### src/rtl/universal_shift_register_if.sv
// Purpose: control and data bundle between a button/switch bank and the shift register.
// Latency: none (wires only); all timing lives in the register it connects to.
// Backpressure: none; o_tick is a one-cycle valid strobe with no ready.
interface universal_shift_register_if #(
    parameter int W = 8
);
    logic         i_en;
    logic         i_sin;
    logic [2:0]   i_mode;
    logic [W-1:0] i_load_data;
    logic [W-1:0] o_q;
    logic         o_sout;
    logic         o_tick;

    // Stimulus side: drives the controls, observes the register.
    modport master (
        output i_en, i_sin, i_mode, i_load_data,
        input  o_q, o_sout, o_tick
    );

    // Register side.
    modport slave (
        input  i_en, i_sin, i_mode, i_load_data,
        output o_q, o_sout, o_tick
    );
endinterface

### src/rtl/universal_shift_register.sv
// Purpose: W-bit universal shift register (hold/shift/rotate/load) with tick prescaler;
//          optional BOUNCE ping-pong mode when UNI_SR_BOUNCE_EN is defined.
// Latency: Q/SOUT update on the edge that sees a tick; TICK pulses the following cycle.
// Backpressure: none; LOAD overrides everything except reset and suppresses TICK.
module universal_shift_register #(
    parameter int           W    = 8,
    parameter int           DIV  = 25000000,
    parameter logic [W-1:0] INIT = '0
) (
    input  logic                      i_clk_50m,
    input  logic                      i_rst,
    universal_shift_register_if.slave io_bus
);

    // DIV=1 still needs a one-bit counter; it simply never leaves zero.
    localparam int             CW       = (DIV > 1) ? $clog2(DIV) : 1;
    localparam logic [CW-1:0]  CNT_LAST = CW'(DIV - 1);

    localparam logic [2:0] MODE_HOLD = 3'b000;
    localparam logic [2:0] MODE_SHL  = 3'b001;
    localparam logic [2:0] MODE_SHR  = 3'b010;
    localparam logic [2:0] MODE_ROTL = 3'b011;
    localparam logic [2:0] MODE_ROTR = 3'b100;
    localparam logic [2:0] MODE_LOAD = 3'b101;

    logic [W-1:0]  r_q;
    logic          r_sout;
    logic          r_tick;
    logic [CW-1:0] r_cnt;
    logic          r_pending;
    logic          r_sin_d;

    logic [W-1:0]  w_q_nxt;
    logic          w_sout_nxt;
    logic          w_tick_nxt;
    logic [CW-1:0] w_cnt_nxt;
    logic          w_pending_nxt;

    logic          w_load;
    logic          w_tick;
    logic          w_rise;
    logic          w_bit_in;

`ifdef UNI_SR_BOUNCE_EN
    typedef enum logic {
        DIR_LEFT  = 1'b0,
        DIR_RIGHT = 1'b1
    } dir_t;

    dir_t r_dir;
    dir_t w_dir_nxt;
`endif

    assign w_load   = (io_bus.i_mode == MODE_LOAD);
    assign w_tick   = io_bus.i_en && (r_cnt == CNT_LAST);
    assign w_rise   = io_bus.i_sin && !r_sin_d;
    // A rising edge in the tick cycle itself is carried by the SIN level.
    assign w_bit_in = r_pending | io_bus.i_sin;

    // Next-state: LOAD wins, otherwise the prescaler decides whether MODE acts this cycle.
    always_comb begin
        w_q_nxt       = r_q;
        w_sout_nxt    = r_sout;
        w_tick_nxt    = 1'b0;
        w_cnt_nxt     = r_cnt;
        w_pending_nxt = r_pending | w_rise;
`ifdef UNI_SR_BOUNCE_EN
        w_dir_nxt     = r_dir;
`endif
        if (w_load) begin
            w_q_nxt       = io_bus.i_load_data;
            w_cnt_nxt     = '0;
            w_pending_nxt = 1'b0;
            w_sout_nxt    = 1'b0;
`ifdef UNI_SR_BOUNCE_EN
            w_dir_nxt     = DIR_LEFT;
`endif
        end else if (io_bus.i_en) begin
            if (w_tick) begin
                w_cnt_nxt     = '0;
                w_tick_nxt    = 1'b1;
                w_pending_nxt = 1'b0;
                case (io_bus.i_mode)
                    MODE_SHL: begin
                        w_q_nxt    = {r_q[W-2:0], w_bit_in};
                        w_sout_nxt = r_q[W-1];
                    end
                    MODE_SHR: begin
                        w_q_nxt    = {w_bit_in, r_q[W-1:1]};
                        w_sout_nxt = r_q[0];
                    end
                    MODE_ROTL: begin
                        w_q_nxt    = {r_q[W-2:0], r_q[W-1] | w_bit_in};
                        w_sout_nxt = r_q[W-1];
                    end
                    MODE_ROTR: begin
                        w_q_nxt    = {r_q[0] | w_bit_in, r_q[W-1:1]};
                        w_sout_nxt = r_q[0];
                    end
`ifdef UNI_SR_BOUNCE_EN
                    3'b110, 3'b111: begin
                        // Ping-pong a single lit bit; an empty register is reseeded at bit 0.
                        if (r_q == '0) begin
                            w_q_nxt   = {{(W-1){1'b0}}, 1'b1};
                            w_dir_nxt = DIR_LEFT;
                        end else if (r_dir == DIR_LEFT) begin
                            if (r_q[W-1]) begin
                                w_dir_nxt = DIR_RIGHT;
                                w_q_nxt   = {1'b0, r_q[W-1:1]};
                            end else begin
                                w_q_nxt   = {r_q[W-2:0], 1'b0};
                            end
                        end else begin
                            if (r_q[0]) begin
                                w_dir_nxt = DIR_LEFT;
                                w_q_nxt   = {r_q[W-2:0], 1'b0};
                            end else begin
                                w_q_nxt   = {1'b0, r_q[W-1:1]};
                            end
                        end
                    end
`endif
                    default: begin
                        // HOLD (and 11x without BOUNCE): Q and SOUT stay, TICK still pulses.
                        w_q_nxt = r_q;
                    end
                endcase
            end else begin
                w_cnt_nxt = r_cnt + CW'(1);
            end
        end
    end

    // State registers; reset has priority over LOAD and the prescaler.
    always_ff @(posedge i_clk_50m) begin
        if (i_rst) begin
            r_q       <= INIT;
            r_sout    <= 1'b0;
            r_tick    <= 1'b0;
            r_cnt     <= '0;
            r_pending <= 1'b0;
            r_sin_d   <= 1'b0;
        end else begin
            r_q       <= w_q_nxt;
            r_sout    <= w_sout_nxt;
            r_tick    <= w_tick_nxt;
            r_cnt     <= w_cnt_nxt;
            r_pending <= w_pending_nxt;
            r_sin_d   <= io_bus.i_sin;
        end
    end

`ifdef UNI_SR_BOUNCE_EN
    // Bounce direction register.
    always_ff @(posedge i_clk_50m) begin
        if (i_rst) begin
            r_dir <= DIR_LEFT;
        end else begin
            r_dir <= w_dir_nxt;
        end
    end
`endif

    assign io_bus.o_q    = r_q;
    assign io_bus.o_sout = r_sout;
    assign io_bus.o_tick = r_tick;

endmodule

### src/flat_wrapper.sv
// flat-port wrapper written by rule: the top's interface ports become plain ports
module universal_shift_register_flat 
#(
    parameter int           W    = 8,
    parameter int           DIV  = 25000000,
    parameter logic [W-1:0] INIT = '0
)
  (i_clk_50m, i_rst, io_bus_i_en, io_bus_i_sin, io_bus_i_mode, io_bus_i_load_data, io_bus_o_q, io_bus_o_sout, io_bus_o_tick);
  universal_shift_register_if #(.W(W)) io_bus_i ();
  input  logic i_clk_50m;
  input  logic i_rst;
  input wire logic [$bits(io_bus_i.i_en)-1:0] io_bus_i_en;
  input wire logic [$bits(io_bus_i.i_sin)-1:0] io_bus_i_sin;
  input wire logic [$bits(io_bus_i.i_mode)-1:0] io_bus_i_mode;
  input wire logic [$bits(io_bus_i.i_load_data)-1:0] io_bus_i_load_data;
  output wire logic [$bits(io_bus_i.o_q)-1:0] io_bus_o_q;
  output wire logic [$bits(io_bus_i.o_sout)-1:0] io_bus_o_sout;
  output wire logic [$bits(io_bus_i.o_tick)-1:0] io_bus_o_tick;
  assign io_bus_i.i_en = io_bus_i_en;
  assign io_bus_i.i_sin = io_bus_i_sin;
  assign io_bus_i.i_mode = io_bus_i_mode;
  assign io_bus_i.i_load_data = io_bus_i_load_data;
  assign io_bus_o_q = io_bus_i.o_q;
  assign io_bus_o_sout = io_bus_i.o_sout;
  assign io_bus_o_tick = io_bus_i.o_tick;
  universal_shift_register #(.W(W), .DIV(DIV), .INIT(INIT)) u_core (.i_clk_50m(i_clk_50m), .i_rst(i_rst), .io_bus(io_bus_i));
endmodule
### config.mk
export PLATFORM = sky130hd
export DESIGN_NAME = universal_shift_register_flat
export DESIGN_NICKNAME = d
export VERILOG_FILES = /design/src/rtl/universal_shift_register_if.sv /design/src/rtl/universal_shift_register.sv /design/src/flat_wrapper.sv
export SDC_FILE = /design/constraint.sdc
export NUM_CORES = 1
export LEC_CHECK = 0
export ABC_AREA = 1
export CORE_ASPECT_RATIO = 2
export CORE_MARGIN = 3
export CORE_UTILIZATION = 55
export DETAILED_ROUTE_END_ITERATION = 16
export GPL_TIMING_DRIVEN = 0
export PLACE_DENSITY = 0.79
export SETUP_SLACK_MARGIN = 0.1
export SLEW_MARGIN = 20
export SYNTH_ARGS = -nofsm -noshare
export SYNTH_HDL_FRONTEND = slang
export SYNTH_SLANG_ARGS = --single-unit
### constraint.sdc
create_clock -name i_clk_50m -period 2.3 [get_ports i_clk_50m]
set_clock_uncertainty 0.15 [all_clocks]
set_input_delay 0.345 -clock i_clk_50m [delete_from_list [all_inputs] [get_ports i_clk_50m]]
set_output_delay 0.345 -clock i_clk_50m [all_outputs]
set_load 0.05 [all_outputs]
# After elaboration in Yosys (flattened, before gate mapping)
# Cells that the tools add are included.
[word_totals]
register_bits = 37
word_cells = 40
in_bits = 15
out_inout_bits = 10
[classes]
n_bitwise = 5
reduce_logical = 13
muxes = 9
n_eq_ne = 6
add_sub_neg = 1
[op_table]
columns = ["op", "n"]
rows = [
  ["$pmux 8 s4", 1],
  ["$add 25x1->25 const B", 1],
  ["$eq 25x25->1 const B", 1],
  ["$mux 25", 1],
  ["$mux 8", 3],
  ["$eq 3x2->1 const B", 2],
  ["$eq 3x3->1 const B", 2],
  ["$reduce_and 3->1", 2],
  ["$reduce_bool 2->1", 3],
  ["$reduce_or 2->1", 3],
  ["$reduce_bool 5->1", 1],
  ["$or 1x1->1", 4],
  ["$eq 3x1->1 const B", 1],
  ["$mux 1", 3],
  ["$reduce_or 3->1", 1],
  ["$logic_and 1x1->1", 2],
  ["$pmux 1 s2", 1],
  ["$logic_not 1->1", 1],
  ["$not 1->1", 1],
]

# Logic depth before layout (Yosys ltp)
[logic_depth]
depth_word = 6
mapped_depth = 12
ltp_nobuf = 11

# Least setup slack after synthesis
# No wires, ideal clock.
[synth_path]
path_type = "register to register"
startpoint = "reg u_core.r_cnt[0]"
endpoint = "reg u_core.r_q[1], in the netlist u_core.io_bus.o_q[1]"
setup_slack_ps = 645
arrival_ps = 1392
path_stages_with_launch = 12
setup_time_ps = 113
synth_period_minus_slack_ps = 1655
cell_sequence = "dfxtp_1 > ha_1 > nand2_2 > nor2_4 > nand2_1 > nor2_2 > nand2_2 > nand2_2 > nand2_4 > buf_6 > nor2_1 > nor2_1"
[synth_between]
elab_chain_len = 4
[synth_rtl]
columns = ["item", "line_no", "text"]
rows = [
  ["start: declaration", "universal_shift_register.sv:29", "logic [CW-1:0] r_cnt;"],
  ["start signal: assignment", "universal_shift_register.sv:147", "r_cnt <= w_cnt_nxt;"],
  ["$eq 25x25->1", "universal_shift_register.sv:55", "assign w_tick = io_bus.i_en && (r_cnt == CNT_LAST);"],
  ["$logic_and 1x1->1", "universal_shift_register.sv:55", ""],
  ["$reduce_bool 2->1 (no source line)", "n/a", ""],
  ["$reduce_and 3->1 (no source line)", "n/a", ""],
  ["end signal: assignment", "universal_shift_register.sv:144", "r_q <= w_q_nxt;"],
  ["end: declaration", "universal_shift_register.sv:26", "logic [W-1:0] r_q;"],
]
# No other way between the ends.
# A chain may end at the register's enable or synchronous reset.

# Worst setup path in the final report
[layout_path]
startpoint = "in io_bus_i_mode[2]"
endpoint = "reg u_core.r_cnt[13]"
[layout_between]
elab_chain_len = 2
[layout_rtl]
columns = ["item", "line_no", "text"]
rows = [
  ["start: declaration", "flat_wrapper.sv:14", "input wire logic [$bits(io_bus_i.i_mode)-1:0] io_bus_i_mode;"],
  ["$eq 3x3->1", "universal_shift_register.sv:54", "assign w_load = (io_bus.i_mode == MODE_LOAD);"],
  ["$reduce_or 2->1 (no source line)", "n/a", ""],
]
# No other way between the ends.

==> flow_summary.json <==
{
  "initial_core_util_pct": 57.79,
  "fin_hold_ws_ns": 0.2481,
  "dieArea_um2": 4700,
  "cts.sinks": 37,
  "grt_pass1_wl_mm": 9.280,
  "p_leak_uw": 0.001059,
  "cts_tree": "yes",
  "final-hold-violation-count": 0,
  "detail_route.vias_per_cell": 5.187,
  "final_antenna_net_count": 0,
  "critical_path.slowest_cell": "clkdlybuf4s50_1",
  "antenna_cells": 0,
  "rr_worst_depth": 9,
  "ys_seq_area_share_pct": 34.78,
  "synth-edff-count": 0,
  "p_per_area_nw_per_um2": 503.1,
  "hold_class": "input port to register",
  "max_freq_mhz": 493.0,
  "slowest_delay_ns": 0.58,
  "htreeDepth": 2,
  "drive_gt1_share_pct": 8.824,
  "rsz0062_at_grt": "false",
  "dr.pass1.iters": 4,
  "syn_inst": 343,
  "cts_buffers": 5,
  "coreArea_um2": 3685,
  "critPathBufInv": 4,
  "synth_area_leaders": "dfxtp_1 (35%), nand2_1 (16%), nor2_1 (13%)",
  "path_common_cell": "inv_2",
  "status": "finished clean",
  "hold_path_depth": 3,
  "crit_chain": "clkdlybuf4s50_1 -> inv_2 -> nor2_1 -> inv_2 -> nand3_1 -> buf_2 -> nor3_1",
  "initialDrtViolationCount": 40,
  "syn-cell-area_um2": 2130,
  "clk_latency_ns": 0.29,
  "nets": 389,
  "vdd_drop_max_uv": 403.1,
  "critical_path_depth": 7,
  "cts_setup_buffers": 0,
  "cp.arrival_ns": 2.06,
  "tightest_slew_ns": 0.5018,
  "vias": 2194,
  "gp_congestion": 0.9636,
  "grt_antenna_before_repair": 0,
  "cts-root-buf": "clkbuf_8",
  "critPathMaxFanout": 10,
  "cts.clk_slew.worst_paths_ns": 0.08,
  "async_reset_ff_share_pct": 0,
  "boundaryPins": 25,
  "clockBufferDepth": 2,
  "die_width_um": 50,
  "ys_warn_count": 0,
  "grt_pass1_vias": 2175,
  "maxSlewViolCount": 0,
  "synth_top_area_share_pct": 34.78,
  "synthTopCellsByCount": "nand2_1 (89), nor2_1 (71), inv_1 (40), dfxtp_1 (37), nand3_1 (19)",
  "max-slew-margin-rel_pct": 66.44,
  "yosysMostFrequentCell": "nand2_1",
  "finalSetupViolations": 0,
  "avgSynthCellArea_um2": 6.209,
  "area.growth.synth_to_final_pct": 17.63,
  "die_h_um": 94,
  "wirelength_mm": 5.533,
  "grt_overflow": 0,
  "cp.required_ns": 2.33,
  "endpoint_kind": "register",
  "synth.distinct_cells": 27,
  "cap_violations": 0,
  "wl_per_cell_um": 13.08,
  "grt_max_degree": 12,
  "io_buffer_count": 23,
  "fin_crit_sh_pct": 88.19,
  "row_count": 31,
  "min_period_ns": 2.028,
  "cts_hold_repair.buffers": 0,
  "worstSetupPathType": "input port to register",
  "ys.flop_type": "dfxtp_1",
  "drc": 0,
  "hpwl_mm": 4.522,
  "syn-num-nets": 359,
  "power_uw": 1260,
  "cts_resized": 0,
  "yosys.area.top_type": "dfxtp_1",
  "fillers": 376,
  "fin_util_pct": 67.98,
  "grt.total_usage_pct": 26.09,
  "critPathTopFamily": "buffers and inverters",
  "start_kind": "input port",
  "synth_seq_cells": 37
}
## per-layer routing
metal	global-route usage (%)	vias to the layer above	part of all wire, %
li1	-	1130	-
met1	20.75	984	33
met2	53.06	56	59
met3	3.816	24	2.7
met4	18.48	0	5.7
met5	0	-	0
## final timing paths
| path | end | start | slack, ns |
|---|---|---|---|
| hold reg to reg | u_core.r_cnt[1]$_SDFFE_PP0P_ | u_core.r_cnt[1]$_SDFFE_PP0P_ | 0.34 |
| hold / removal | u_core.r_cnt[1]$_SDFFE_PP0P_ | io_bus_i_en | 0.25 |
| setup / recovery | u_core.r_cnt[13]$_SDFFE_PP0P_ | io_bus_i_mode[2] | 0.27 |
| setup reg to reg | u_core.r_cnt[13]$_SDFFE_PP0P_ | u_core.r_cnt[0]$_SDFFE_PP0P_ | 0.29 |
## registers in the layout, indices dropped and copies added (netlist names)
signal                count
u_core.r_cnt             25
u_core.io_bus.o_sout      1
u_core.io_bus.o_tick      1
u_core.r_pending          1
u_core.r_sin_d            1
u_core.io_bus.o_q         8
## cells by family (layout without fill, tap and decap cells)
kind of cell	Yosys count	after routing	synth area share, %
AO/OA/AOI/OAI	24	24	5.875
XOR/XNOR	7	7	2.879
adder cells (fa/ha/maj)	1	1	0.5875
buffers and inverters	52	83	10.34
flip-flops	37	37	34.78
AND/OR/NAND/NOR	222	222	45.54
## metrics by stage
step,cells,setup WS [ns],TNS [ns],instance area [µm²]
after floorplan,343,0.6451,0,2130
after global placement,415,0.02857,0,2421
after detailed placement,415,-0.01262,-0.01856,2421
after CTS,423,0.2790,0,2505
after global routing,423,0.1252,0,2505
final,423,0.2717,0,2505
## layout make-up
cell class,instances,area (µm²),share of cell area [%]
clock inverters,1,7.507,0.2997
multi-input cells,254,1169,46.65
flip-flops and latches,37,740.7,29.57
inverters,46,172.7,6.893
repair buffers,23,230.2,9.191
well taps,49,61.31,2.448
clock buffers,7,76.32,3.047
plain buffers,6,47.55,1.898
## layout by cell type, fill, tap and decap left out
master / count
nand3_2: 2
nor3b_1: 3
nor2_1: 71
nor2_4: 1
buf_2: 2
nor2_2: 5
nor3_2: 1
dfxtp_1: 37
nand2_1: 89
inv_2: 6
clkbuf_1: 2
clkinvlp_4: 1
buf_4: 2
nor4_1: 1
ha_1: 1
o211ai_1: 2
clkdlybuf4s50_1: 23
nand3b_1: 1
buf_6: 2
nand3_1: 19
nand4_1: 6
xnor2_1: 2
nor3_1: 17
o21ai_0: 14
o21ai_1: 1
a21oi_1: 7
inv_1: 40
xor2_1: 5
nand2_4: 1
clkbuf_8: 5
nand2_2: 5
## report_power, final
group          switching [µW]  internal, µW  leakage, µW
logic                    94.4          61.4     0.000721
registers                7.44           651     0.000299
clock network             232           215    0.0000385
total                     333           927      0.00106
## worst register-to-register path, delay by kind of cell (launching register included)
| kind | cells | cell delay (ns) |
|---|---|---|
| buffers and inverters | 1 | 0.30 |
| AND/OR/NAND/NOR | 7 | 0.84 |
| adder cells (fa/ha/maj) | 1 | 0.23 |
| flip-flops | 1 | 0.38 |
No activity file was read; power rests on OpenSTA's default activity.
